--- src/rtl/day4_stream_feeder.sv ---
// day4_stream_feeder
//   Streams the puzzle text from an on-chip byte ROM into the Day 4 solver.
//   It sends len bytes from address 0 upward with valid/ready handshaking,
//   then one idle gap cycle, then a trailing newline (0x0A). After that it
//   waits a fixed drain period, captures the solver's count and raises done.
//
// Ports
//   clk        system clock
//   reset      synchronous, active-high reset
//   start      one-cycle pulse; starts a run when idle
//   len        number of ROM bytes to stream; sampled on an accepted start
//   mem_rd_en  ROM read strobe
//   mem_addr   ROM read address
//   mem_data   ROM read data, valid one cycle after mem_rd_en
//   char_out   stream byte to the solver
//   valid_out  stream valid to the solver
//   ready_in   downstream ready
//   result_in  solver's total_accessible count
//   result     captured count; holds until the next capture or reset
//   busy       high from the accepted start until done
//   done       level; set on capture, cleared by the next accepted start
//
// state | meaning
// ------+-----------------------------------------------------------
// IDLE  | waiting for start
// FETCH | issuing ROM reads and streaming bytes out of the FIFO
// GAP   | one cycle with valid_out low
// NL    | presenting the trailing 0x0A until it is accepted
// DRAIN | counting DRAIN_CYCLES cycles, then capture result_in

module day4_stream_feeder #(
    parameter int ADDR_W       = 16,
    parameter int DRAIN_CYCLES = 2100,
    parameter int RESULT_W     = 32
) (
    input  logic                clk,
    input  logic                reset,
    input  logic                start,
    input  logic [ADDR_W-1:0]   len,
    output logic                mem_rd_en,
    output logic [ADDR_W-1:0]   mem_addr,
    input  logic [7:0]          mem_data,
    output logic [7:0]          char_out,
    output logic                valid_out,
    input  logic                ready_in,
    input  logic [RESULT_W-1:0] result_in,
    output logic [RESULT_W-1:0] result,
    output logic                busy,
    output logic                done
);

    typedef enum logic [2:0] {
        S_IDLE,
        S_FETCH,
        S_GAP,
        S_NL,
        S_DRAIN
    } state_t;

    localparam int DRAIN_W = (DRAIN_CYCLES > 1) ? $clog2(DRAIN_CYCLES) : 1;
    localparam logic [DRAIN_W-1:0] DRAIN_LOAD = DRAIN_W'(DRAIN_CYCLES - 1);

    state_t              state;
    state_t              state_next;
    logic [ADDR_W-1:0]   len_q;
    logic [ADDR_W-1:0]   rd_addr;
    logic                inflight;
    logic [7:0]          fifo_mem [0:1];
    logic                wr_ptr;
    logic                rd_ptr;
    logic [1:0]          fifo_cnt;
    logic [DRAIN_W-1:0]  drain_cnt;

    logic                fifo_pop;
    logic [1:0]          occ_after_pop;
    logic                reads_left;
    logic                issue;
    logic                fetch_done;
    logic                start_ok;
    logic                nl_accept;
    logic                drain_tc;

    assign mem_addr = rd_addr;

    // Occupancy is counted after this cycle's pop so that a byte leaving the
    // FIFO frees its slot for a read in the same cycle; that keeps the
    // stream back-to-back while FIFO + in-flight never exceeds two entries.
    assign fifo_pop      = (fifo_cnt != 2'd0) && ready_in;
    assign occ_after_pop = fifo_cnt - {1'b0, fifo_pop};
    assign reads_left    = (rd_addr != len_q);
    assign issue         = (state == S_FETCH) && reads_left &&
                           ((occ_after_pop + {1'b0, inflight}) < 2'd2);

    // Leave FETCH on the cycle the last byte goes out, so exactly one idle
    // cycle (GAP) separates it from the newline.
    assign fetch_done = !reads_left && !inflight &&
                        ((fifo_cnt == 2'd0) || ((fifo_cnt == 2'd1) && fifo_pop));

    always_comb begin
        state_next = state;
        mem_rd_en  = issue;
        valid_out  = 1'b0;
        char_out   = 8'h00;
        start_ok   = 1'b0;
        nl_accept  = 1'b0;
        drain_tc   = 1'b0;
        case (state)
            S_IDLE: begin
                if (start) begin
                    start_ok   = 1'b1;
                    state_next = S_FETCH;
                end
            end
            S_FETCH: begin
                if (fifo_cnt != 2'd0) begin
                    valid_out = 1'b1;
                    char_out  = fifo_mem[rd_ptr];
                end
                if (fetch_done) begin
                    state_next = S_GAP;
                end
            end
            S_GAP: begin
                state_next = S_NL;
            end
            S_NL: begin
                valid_out = 1'b1;
                char_out  = 8'h0A;
                if (ready_in) begin
                    nl_accept  = 1'b1;
                    state_next = S_DRAIN;
                end
            end
            S_DRAIN: begin
                if (drain_cnt == '0) begin
                    drain_tc   = 1'b1;
                    state_next = S_IDLE;
                end
            end
            default: begin
                state_next = S_IDLE;
            end
        endcase
    end

    always_ff @(posedge clk) begin
        if (reset) begin
            state       <= S_IDLE;
            len_q       <= '0;
            rd_addr     <= '0;
            inflight    <= 1'b0;
            fifo_mem[0] <= 8'h00;
            fifo_mem[1] <= 8'h00;
            wr_ptr      <= 1'b0;
            rd_ptr      <= 1'b0;
            fifo_cnt    <= 2'd0;
            drain_cnt   <= '0;
            result      <= '0;
            busy        <= 1'b0;
            done        <= 1'b0;
        end else begin
            state    <= state_next;
            inflight <= issue;

            if (start_ok) begin
                len_q   <= len;
                rd_addr <= '0;
                done    <= 1'b0;
                busy    <= 1'b1;
            end else if (issue) begin
                rd_addr <= rd_addr + 1'b1;
            end

            if (inflight) begin
                fifo_mem[wr_ptr] <= mem_data;
                wr_ptr           <= ~wr_ptr;
            end
            if (fifo_pop) begin
                rd_ptr <= ~rd_ptr;
            end
            fifo_cnt <= fifo_cnt + {1'b0, inflight} - {1'b0, fifo_pop};

            if (nl_accept) begin
                drain_cnt <= DRAIN_LOAD;
            end else if ((state == S_DRAIN) && !drain_tc) begin
                drain_cnt <= drain_cnt - 1'b1;
            end

            if (drain_tc) begin
                result <= result_in;
                done   <= 1'b1;
                busy   <= 1'b0;
            end
        end
    end

endmodule

--- config.mk ---
export PLATFORM = sky130hd
export DESIGN_NAME = day4_stream_feeder
export DESIGN_NICKNAME = d
export VERILOG_FILES = /design/src/rtl/day4_stream_feeder.sv
export SDC_FILE = /design/constraint.sdc
export NUM_CORES = 1
export LEC_CHECK = 0
export ABC_AREA = 1
export CAP_MARGIN = 20
export CORE_AREA = 3 3 115 117
export DETAILED_ROUTE_END_ITERATION = 8
export DIE_AREA = 0 0 118 120
export GPL_TIMING_DRIVEN = 0
export PLACE_DENSITY = 0.66
export SETUP_SLACK_MARGIN = 0.3
export SLEW_MARGIN = 15
export SYNTH_ARGS = -nofsm -noshare
export SYNTH_HDL_FRONTEND = slang
export SYNTH_SLANG_ARGS = --single-unit
--- constraint.sdc ---
create_clock -name clk -period 6.8 [get_ports clk]
set_clock_uncertainty 0.05 [all_clocks]
set_input_delay 1.36 -clock clk [delete_from_list [all_inputs] [get_ports clk]]
set_output_delay 1.36 -clock clk [all_outputs]
set_load 0.02 [all_outputs]
# After elaboration in Yosys (flattened, before gate mapping)
# Memory sizes are Yosys's and may differ from the RTL's. A register that Yosys moved wholly into a read port is not among the register bits.
# Cells that the tools add are included.
word_totals:
  ff_bits: 86
  mem_bits_rw: 16
  in_bits: 60
  wordCells: 83
  mem_count: 1
mem_list:
  columns: ["name", "depth", "word_bits", "read_ports", "rd_clocked_by_memory_dff", "wr", "line_no", "rtl"]
  rows:
  - ["fifo_mem", 2, 8, 1, 1, 2, "68", "logic [7:0] fifo_mem [0:1];"]
op_classes:
  n_addsub: 6
  magnitude_cmp: 1
  n_eq_ne: 10
  muxes: 29
  bitwise_logic: 2
  reduce_logical: 22
op_table:
  columns: ["operator", "n"]
  rows:
  - ["2-to-1 mux 12 bit", 2]
  - ["2-to-1 mux 1 bit", 18]
  - ["adder 16 x 1 -> 16 bit (second input constant)", 1]
  - ["2-to-1 mux 8 bit", 2]
  - ["!= test 16 bit", 1]
  - ["case mux 8 bit (2 select lines)", 1]
  - ["case mux 3 bit (5 select lines)", 1]
  - ["logical NOT 12 bit", 1]
  - ["2-to-1 mux 3 bit", 4]
  - ["subtractor 12 x 1 -> 12 bit (second input constant)", 1]
  - ["!= test 2 bit (second input constant)", 4]
  - ["OR reduction 8 bit", 1]
  - ["logical AND 1 bit", 7]
  - ["== test 3 x 2 -> 1 bit (second input constant)", 2]
  - ["nonzero test 2 bit", 3]
  - ["OR reduction 2 bit", 3]
  - ["adder 2 x 1 -> 2 bit", 2]
  - ["AND reduction 4 bit", 1]
  - ["subtractor 2 x 1 -> 2 bit", 2]
  - ["== test 3 x 1 -> 1 bit (second input constant)", 1]
  - ["== test 3 bit (second input constant)", 1]
  - ["logical NOT 1 bit", 3]
  - ["logical NOT 3 bit", 1]
  - ["== test 2 x 1 -> 1 bit (second input constant)", 1]
  - ["5 further kinds", 6]

# Longest topological paths before layout
# Gate-level depths: netlist of the first run.
logic_depth:
  word_depth: 7
  ltp_mapped: 13
  depth_no_buf: 12

# Worst setup path after synthesis of the first run
# Ideal clock, no wire load.
synth_timing:
  path_type: "input to output"
  from: "input ready_in"
  to: "output mem_rd_en"
  arrival_time_ps: 3039
  t_required_ps: 5390
  slack_ps: 2351
  cell_stages: 10
  n_path_buf: 1
  cell_sequence: "inv_1 a21oi_1 ha_1 inv_1 ha_1 xnor2_1 xor2_2 nand3_4 buf_8 inv_1"
synth_via:
  elab_chain_cells: 5
synth_lines:
  columns: ["item", "line_no", "rtl"]
  rows:
  - ["start, declared", "45", "input logic ready_in,"]
  - ["logical AND 1 bit", "88", "assign fifo_pop = (fifo_cnt != 2'd0) && ready_in;"]
  - ["via fifo_pop", "74", "logic fifo_pop;"]
  - ["subtractor 2 x 1 -> 2 bit", "89", "assign occ_after_pop = fifo_cnt - {1'b0, fifo_pop};"]
  - ["adder 2 x 1 -> 2 bit", "92", "((occ_after_pop + {1'b0, inflight}) < 2'd2);"]
  - ["< comparator 2 bit", "92", null]
  - ["logical AND 1 bit", "91", "assign issue = (state == S_FETCH) && reads_left &&"]
  - ["end, declared", "40", "output logic mem_rd_en,"]
# The timed path passes the listed nets, and every way through them passes these cells.

# Final worst setup path of the first run
# Ends and elaborated chain as after synthesis.

==> results of run 1 <==
[worst min-delay path, stage by stage (launching register included)]
cell,delay (ns)
dfxtp_1,0.32
inv_1,0.05
a21oi_1,0.05
[power by group]
part / internal (uW) / total, uW / switching, uW
clock: 252 / 494 / 241
combinational: 180 / 487 / 307
sequential: 681 / 723 / 41.7
[flip-flops by register name, indices dropped and copies added (netlist names), named ones only]
| signal | count |
|---|---|
| result | 32 |
| fifo_mem | 16 |
| len_q | 16 |
| mem_addr | 16 |
| drain_cnt | 12 |
| state | 3 |
| fifo_cnt | 2 |
| busy | 1 |
| done | 1 |
| inflight | 1 |
| rd_ptr | 1 |
| wr_ptr | 1 |
[layout by cell type, fill, tap and decap left out, types with 9 or more instances in the layout]
cell	netlist	layout
nand2_1	150	150
edfxtp_1	16	16
nand3_1	18	18
buf_2	10	10
clkbuf_1	9	11
inv_1	128	128
clkbuf_16	0	9
nand4_1	20	20
dfxtp_1	87	87
inv_2	9	9
o21ai_0	27	27
clkdlybuf4s50_1	0	119
nor2_1	66	66
a21oi_1	41	41
xor2_1	11	11
o22ai_1	32	32
[metrics by stage]
step | hold WS [ns] | power [uW] | cells | utilization [%] | setup slack, ns
finish | 0.4101 | 1704 | 979 | 52.72 | 0.9759
global route | 0.4331 | 1806 | 979 | 52.72 | 0.7995
CTS | 0.4105 | 1718 | 979 | 52.72 | 0.9628
detailed placement | 0.3968 | 1223 | 963 | 50.52 | 0.9646
global placement | 0.3865 | 1210 | 963 | 50.52 | 1.024
floorplan | 0.3758 | 1048 | 672 | - | 2.351
[worst min-delay path by stage]
stage                                to  slack, ns
floorplan                      register       0.38
global placement    rd_ptr$_SDFFE_PP0P_       0.39
detailed placement             register       0.40
CTS                            register       0.41
global route                   register       0.43
finish                busy$_SDFFE_PP0P_       0.41
[per-layer routing]
layer / vias up / track usage, % / wire (microns)
met2: 155 / 31.80 / 6057
li1: 2369 / - / -
met1: 2084 / 21.60 / 5379
met4: 0 / 7.546 / 238
met3: 16 / 7.540 / 1242
met5: - / 0 / 0
[kinds of logic (layout without fill, tap and decap cells)]
| logic type | Yosys count | after routing | synth area share, % |
|---|---|---|---|
| compound gates | 112 | 112 | 12.94 |
| xor+xnor | 14 | 14 | 2.661 |
| fa+ha+maj | 5 | 5 | 1.279 |
| buf+inv | 160 | 295 | 12.92 |
| flops | 103 | 103 | 45.43 |
| mux | 2 | 2 | 0.4093 |
| simple gates | 276 | 276 | 24.35 |
[final cells by class]
class | instances | area [sq um]
fillers | 1226 | 5894
plain buffers | 23 | 117.6
repair buffers | 119 | 1191
inverters | 137 | 514.2
well taps | 172 | 215.2
clock inverters | 5 | 41.29
clock buffers | 11 | 232.7
flip-flops and latches | 103 | 2222
multi-input cells | 409 | 2037
==> results.py, run 1 <==
metrics = {
    "status": {
        "status": "finished clean",
    },
    "synth": {
        "syn_area_per_cell_sq_um": 7.278,
        "synth.top_cells.by_count": "150 x nand2_1, 128 x inv_1, 87 x dfxtp_1",
        "synth_fp_nets": 737,
        "ys_warn_count": 0,
        "synth_top_area_share_pct": 35.61,
        "synth-async-reset-ratio_pct": 0,
        "ys_ff_latch": 103,
        "synth_edf_count": 16,
        "yosys.area.top_type": "dfxtp_1",
        "synth.most_common_cell": "nand2_1",
        "synthFlopType": "dfxtp_1",
        "seq_area_frac_synth_pct": 45.43,
        "postSynthCellCount": 672,
        "yosysUniqueCellTypes": 36,
        "synthesis.area_sq_mm": 0.004891,
        "synth.area.top_cells": "dfxtp_1 36%, nand2_1 12%, edfxtp_1 9.8%",
    },
    "clock_tree": {
        "postCtsResizedCells": 0,
        "cts_root_buf": "clkbuf_16",
        "numCtsBuffers": 9,
        "cts_setup_buffers": 0,
        "worstSkewPairLatency_ns": 0.35,
        "tritoncts": "built",
        "clkSlewWorstSetupHoldPaths_ns": 0.07,
        "htree_num_levels": 3,
        "cts_sinks": 103,
        "cts_buffer_depth": 2,
        "postCtsHoldBufs": 0,
    },
    "placed_design": {
        "gp_congestion": 0.8746,
        "place_area_sq_mm": 0.006297,
        "dp_hpwl_mm": 9.612,
        "portBuffers": 119,
    },
    "critical_path": {
        "cpMostUsedCell": "inv_1",
        "critPathLaunch": "ready_in",
        "crit_type": "in -> out",
        "path_buf_inv": 6,
        "critPathLaunchType": "input port",
        "cp_slowest_stage_delay_ns": 0.60,
        "critical_path_depth": 12,
        "rr_worst_depth": 11,
        "critPathRequiredTime_ns": 5.39,
        "critical_path_arrival_ns": 4.41,
        "r2r-end": "mem_addr[1]$_SDFFE_PP0P_",
        "rr_startpoint": "fifo_cnt[1]$_SDFF_PP0_",
        "endpoint_kind": "output pin",
        "crit_family": "buffers and inverters",
        "worst_path_max_delay_cell": "clkdlybuf4s50_1",
        "endpoint": "mem_rd_en",
        "path_cells": "clkdlybuf4s50_1 -> inv_1 -> a21oi_1 -> ha_1 -> inv_1 -> ha_1 -> xnor2_1 -> xor2_2 -> nand3_4 -> buf_8 -> inv_1 -> clkdlybuf4s50_1",
        "reg2reg_slack_ns": 4.10,
        "path_max_fanout": 10,
    },
    "detailed_routing": {
        "viasPerCell": 4.723,
        "routed_wl_mm": 12.92,
        "ant_nets": 0,
        "drc": 0,
        "via_count": 4624,
        "first_pass_iters": 5,
        "drt_iter0_markers": 293,
        "wl_per_cell_microns": 13.20,
    },
    "sta": {
        "fmax_mhz": 171.7,
        "setup_viol": 0,
        "hold_viol": 0,
        "fin_crit_ns": 5.824,
        "finalMaxSlewViolations": 0,
        "rsz0062_at_grt": "false",
        "worst_slew_pin_slew_ns": 0.6337,
        "maxSlewHeadroom_pct": 57.75,
        "finalCritPeriodShare_pct": 85.65,
        "fin_tns_setup_ns": 0,
    },
    "global_routing": {
        "overflow": 0,
        "grt_util_all_layers_pct": 18.93,
        "grt_max_degree": 18,
        "grt_pass1_wl_mm": 21.73,
        "grt_pass1_vias": 4680,
        "antenna_found_initial": 0,
    },
    "floorplan": {
        "fp.dieH_microns": 120,
        "die_w_microns": 118,
        "num_rows": 41,
        "start_util_pct": 39.24,
        "die-area_sq_mm": 0.01416,
        "io_pins": 120,
        "core_area_sq_mm": 0.01247,
    },
    "hold_path": {
        "min-delay-start": "busy$_SDFFE_PP0P_",
        "hold_path_depth": 2,
        "hold_path_class": "reg -> reg",
    },
    "flow_run": {
        "max-cap-violations": 0,
    },
    "power": {
        "ir_drop_mv": 0.1427,
        "power.leakage_uw": 0.002736,
        "powerDensity_mw_per_mm2": 259.3,
    },
    "cells_and_area": {
        "final_layout_size_suffix_gt1_share_pct": 7.187,
        "design_area_sq_mm": 0.006571,
        "area_growth_pct": 34.36,
        "insertedDiodeCount": 0,
        "nets": 867,
    },
}
(Power assumes the default switching activity.)
==> inputs of run 2 (changes only) <==
CTS_BUF_LIST = sky130_fd_sc_hd__clkbuf_8   (was not set)
==> run 2 against run 1 <==
Net effect:
- worst setup slack lost 0.0067 ns
- wire length shrank 0.87%
- largest cell class unchanged
- largest power group unchanged
- power shrank 7.9%
- first-iteration DRC count grew 17%
- die area is the same
- cell count is the same
==> results.py, run 2 (synthesis gave the netlist of run 1 again) <==
metrics = {
    "status": {
        "status": "finished clean",
    },
    "cells_and_area": {
        "fin_cells": 979,
        "largest_reg_flops": 32,
        "mostFrequentLayoutCells": "150 x nand2_1, 130 x inv_1, 119 x clkdlybuf4s50_1",
        "area_growth_pct": 32.28,
        "insertedDiodeCount": 0,
        "max_flop_register": "result",
        "fill_cells": 1237,
        "layout_commonest_cell": "nand2_1",
        "utilization_pct": 51.90,
        "final_layout_size_suffix_gt1_share_pct": 7.187,
        "nets": 867,
    },
    "sta": {
        "fmax_mhz": 171.5,
        "setup_viol": 0,
        "maxSlewHeadroom_pct": 56.56,
        "worst_slew_pin_slew_ns": 0.6516,
        "finalCritPeriodShare_pct": 85.75,
        "fin_crit_ns": 5.831,
        "rsz0062_at_grt": "false",
        "fin_tns_setup_ns": 0,
        "finalMaxSlewViolations": 0,
        "hold_viol": 0,
    },
    "power": {
        "power_frac_clock_pct": 23.0,
        "p_sw_uw": 574.4,
        "p_sw_share_pct": 36.61,
        "p_total_uw": 1569,
        "ir_drop_mv": 0.1304,
        "p_seq_share_pct": 46.0,
        "p_int_uw": 994.9,
        "powerDensity_mw_per_mm2": 242.6,
        "comb_power_share_pct": 31.0,
        "power.leakage_uw": 0.002698,
    },
    "floorplan": {
        "num_rows": 41,
        "fp.dieH_microns": 120,
        "io_pins": 120,
        "die-area_sq_mm": 0.01416,
        "core_area_sq_mm": 0.01247,
        "die_w_microns": 118,
        "start_util_pct": 39.24,
    },
    "hold_path": {
        "min_to": "busy$_SDFFE_PP0P_",
        "hold_path_class": "reg -> reg",
        "min-delay-start": "busy$_SDFFE_PP0P_",
        "hold_path_depth": 2,
    },
    "clock_tree": {
        "numCtsBuffers": 9,
        "clkSlewWorstSetupHoldPaths_ns": 0.10,
        "cts_setup_buffers": 0,
        "postCtsResizedCells": 0,
        "cts_buffer_depth": 2,
        "postCtsHoldBufs": 0,
        "worstSkewPairLatency_ns": 0.38,
        "cts_root_buf": "clkbuf_8",
        "cts_sinks": 103,
        "htree_num_levels": 3,
        "tritoncts": "built",
    },
    "detailed_routing": {
        "ant_nets": 0,
        "drc": 0,
        "routed_wl_mm": 12.81,
        "viasPerCell": 4.737,
        "first_pass_iters": 5,
        "drt_iter0_markers": 344,
        "via_count": 4638,
        "wl_per_cell_microns": 13.08,
    },
    "critical_path": {
        "worst_path_max_delay_cell": "clkdlybuf4s50_1",
        "crit_type": "in -> out",
        "crit_family": "buffers and inverters",
        "reg2reg_slack_ns": 4.11,
        "cp_slowest_stage_delay_ns": 0.60,
        "path_cells": "clkdlybuf4s50_1 -> inv_1 -> a21oi_1 -> ha_1 -> inv_1 -> ha_1 -> xnor2_1 -> xor2_2 -> nand3_4 -> buf_8 -> inv_1 -> clkdlybuf4s50_1",
        "path_max_fanout": 10,
        "rr_startpoint": "fifo_cnt[1]$_SDFF_PP0_",
        "cpMostUsedCell": "inv_1",
        "r2r-end": "mem_addr[1]$_SDFFE_PP0P_",
        "critPathRequiredTime_ns": 5.39,
        "rr_worst_depth": 11,
        "path_buf_inv": 6,
        "critical_path_arrival_ns": 4.42,
        "endpoint_kind": "output pin",
        "critPathLaunchType": "input port",
    },
    "global_routing": {
        "grt_pass1_wl_mm": 21.68,
        "overflow": 0,
        "grt_util_all_layers_pct": 18.87,
        "grt_pass1_vias": 4672,
        "grt_max_degree": 18,
        "antenna_found_initial": 0,
    },
    "placed_design": {
        "gp_congestion": 0.8746,
        "dp_hpwl_mm": 9.612,
        "dp.cells": 963,
        "portBuffers": 119,
    },
    "flow_run": {
        "max-cap-violations": 0,
    },
}
## run 2: changes by cell type in the layout (fill, tap and decap cells not counted)
cell | previous run | this run
clkbuf_8 | 0 | 9
inv_1 | 128 | 130
clkbuf_1 | 11 | 9
clkbuf_16 | 9 | 0
## run 2: tightest hold or removal path, cell delays in order (launching register included)
cell and delay, ns:
dfxtp_1 0.33, inv_1 0.05, a21oi_1 0.05
## run 2: power groups by stage
stage	registers, uW	clock network, uW	logic [uW]
after global placement	732	0	478
after global routing	730	393	546
after floorplan	735	0	313
after detailed placement	735	0	488
after CTS	722	372	490
final	722	361	487
## run 2: layer usage
layer / track usage (%) / vias up / wire length (microns)
li1: - / 2367 / -
met1: 21.40 / 2090 / 5263
met2: 31.76 / 163 / 6003
met3: 7.870 / 18 / 1270
met4: 7.179 / 0 / 268
met5: 0 / - / 0
## run 2: through the flow
stage                     hold WS, ns  worst slack, ns  area, sq um
after global placement         0.3865            1.024         6297
final                          0.4143           0.9692         6470
after floorplan                0.3758            2.351         4891
after CTS                      0.4172           0.9640         6470
after global routing           0.4410           0.8000         6470
after detailed placement       0.3968           0.9646         6297
## run 2: final cells by class
type	count	area [sq um]	area share, %
flip-flops and latches	103	2222	34.35
multi-input cells	409	2037	31.48
repair buffers	119	1191	18.41
inverters	137	514.2	7.948
well taps	172	215.2	3.326
clock buffers	9	123.9	1.915
plain buffers	23	117.6	1.818
clock inverters	7	48.80	0.7542
## run 2: worst max-delay path by stage
stage | start | endpoint | slack, ns | depth (start not counted)
after floorplan | ready_in | mem_rd_en | 2.35 | 10
after global placement | ready_in | mem_rd_en | 1.02 | 12
after detailed placement | ready_in | mem_rd_en | 0.96 | 12
after CTS | ready_in | mem_rd_en | 0.96 | 12
after global routing | ready_in | mem_rd_en | 0.80 | 12
final | ready_in | mem_rd_en | 0.97 | 12
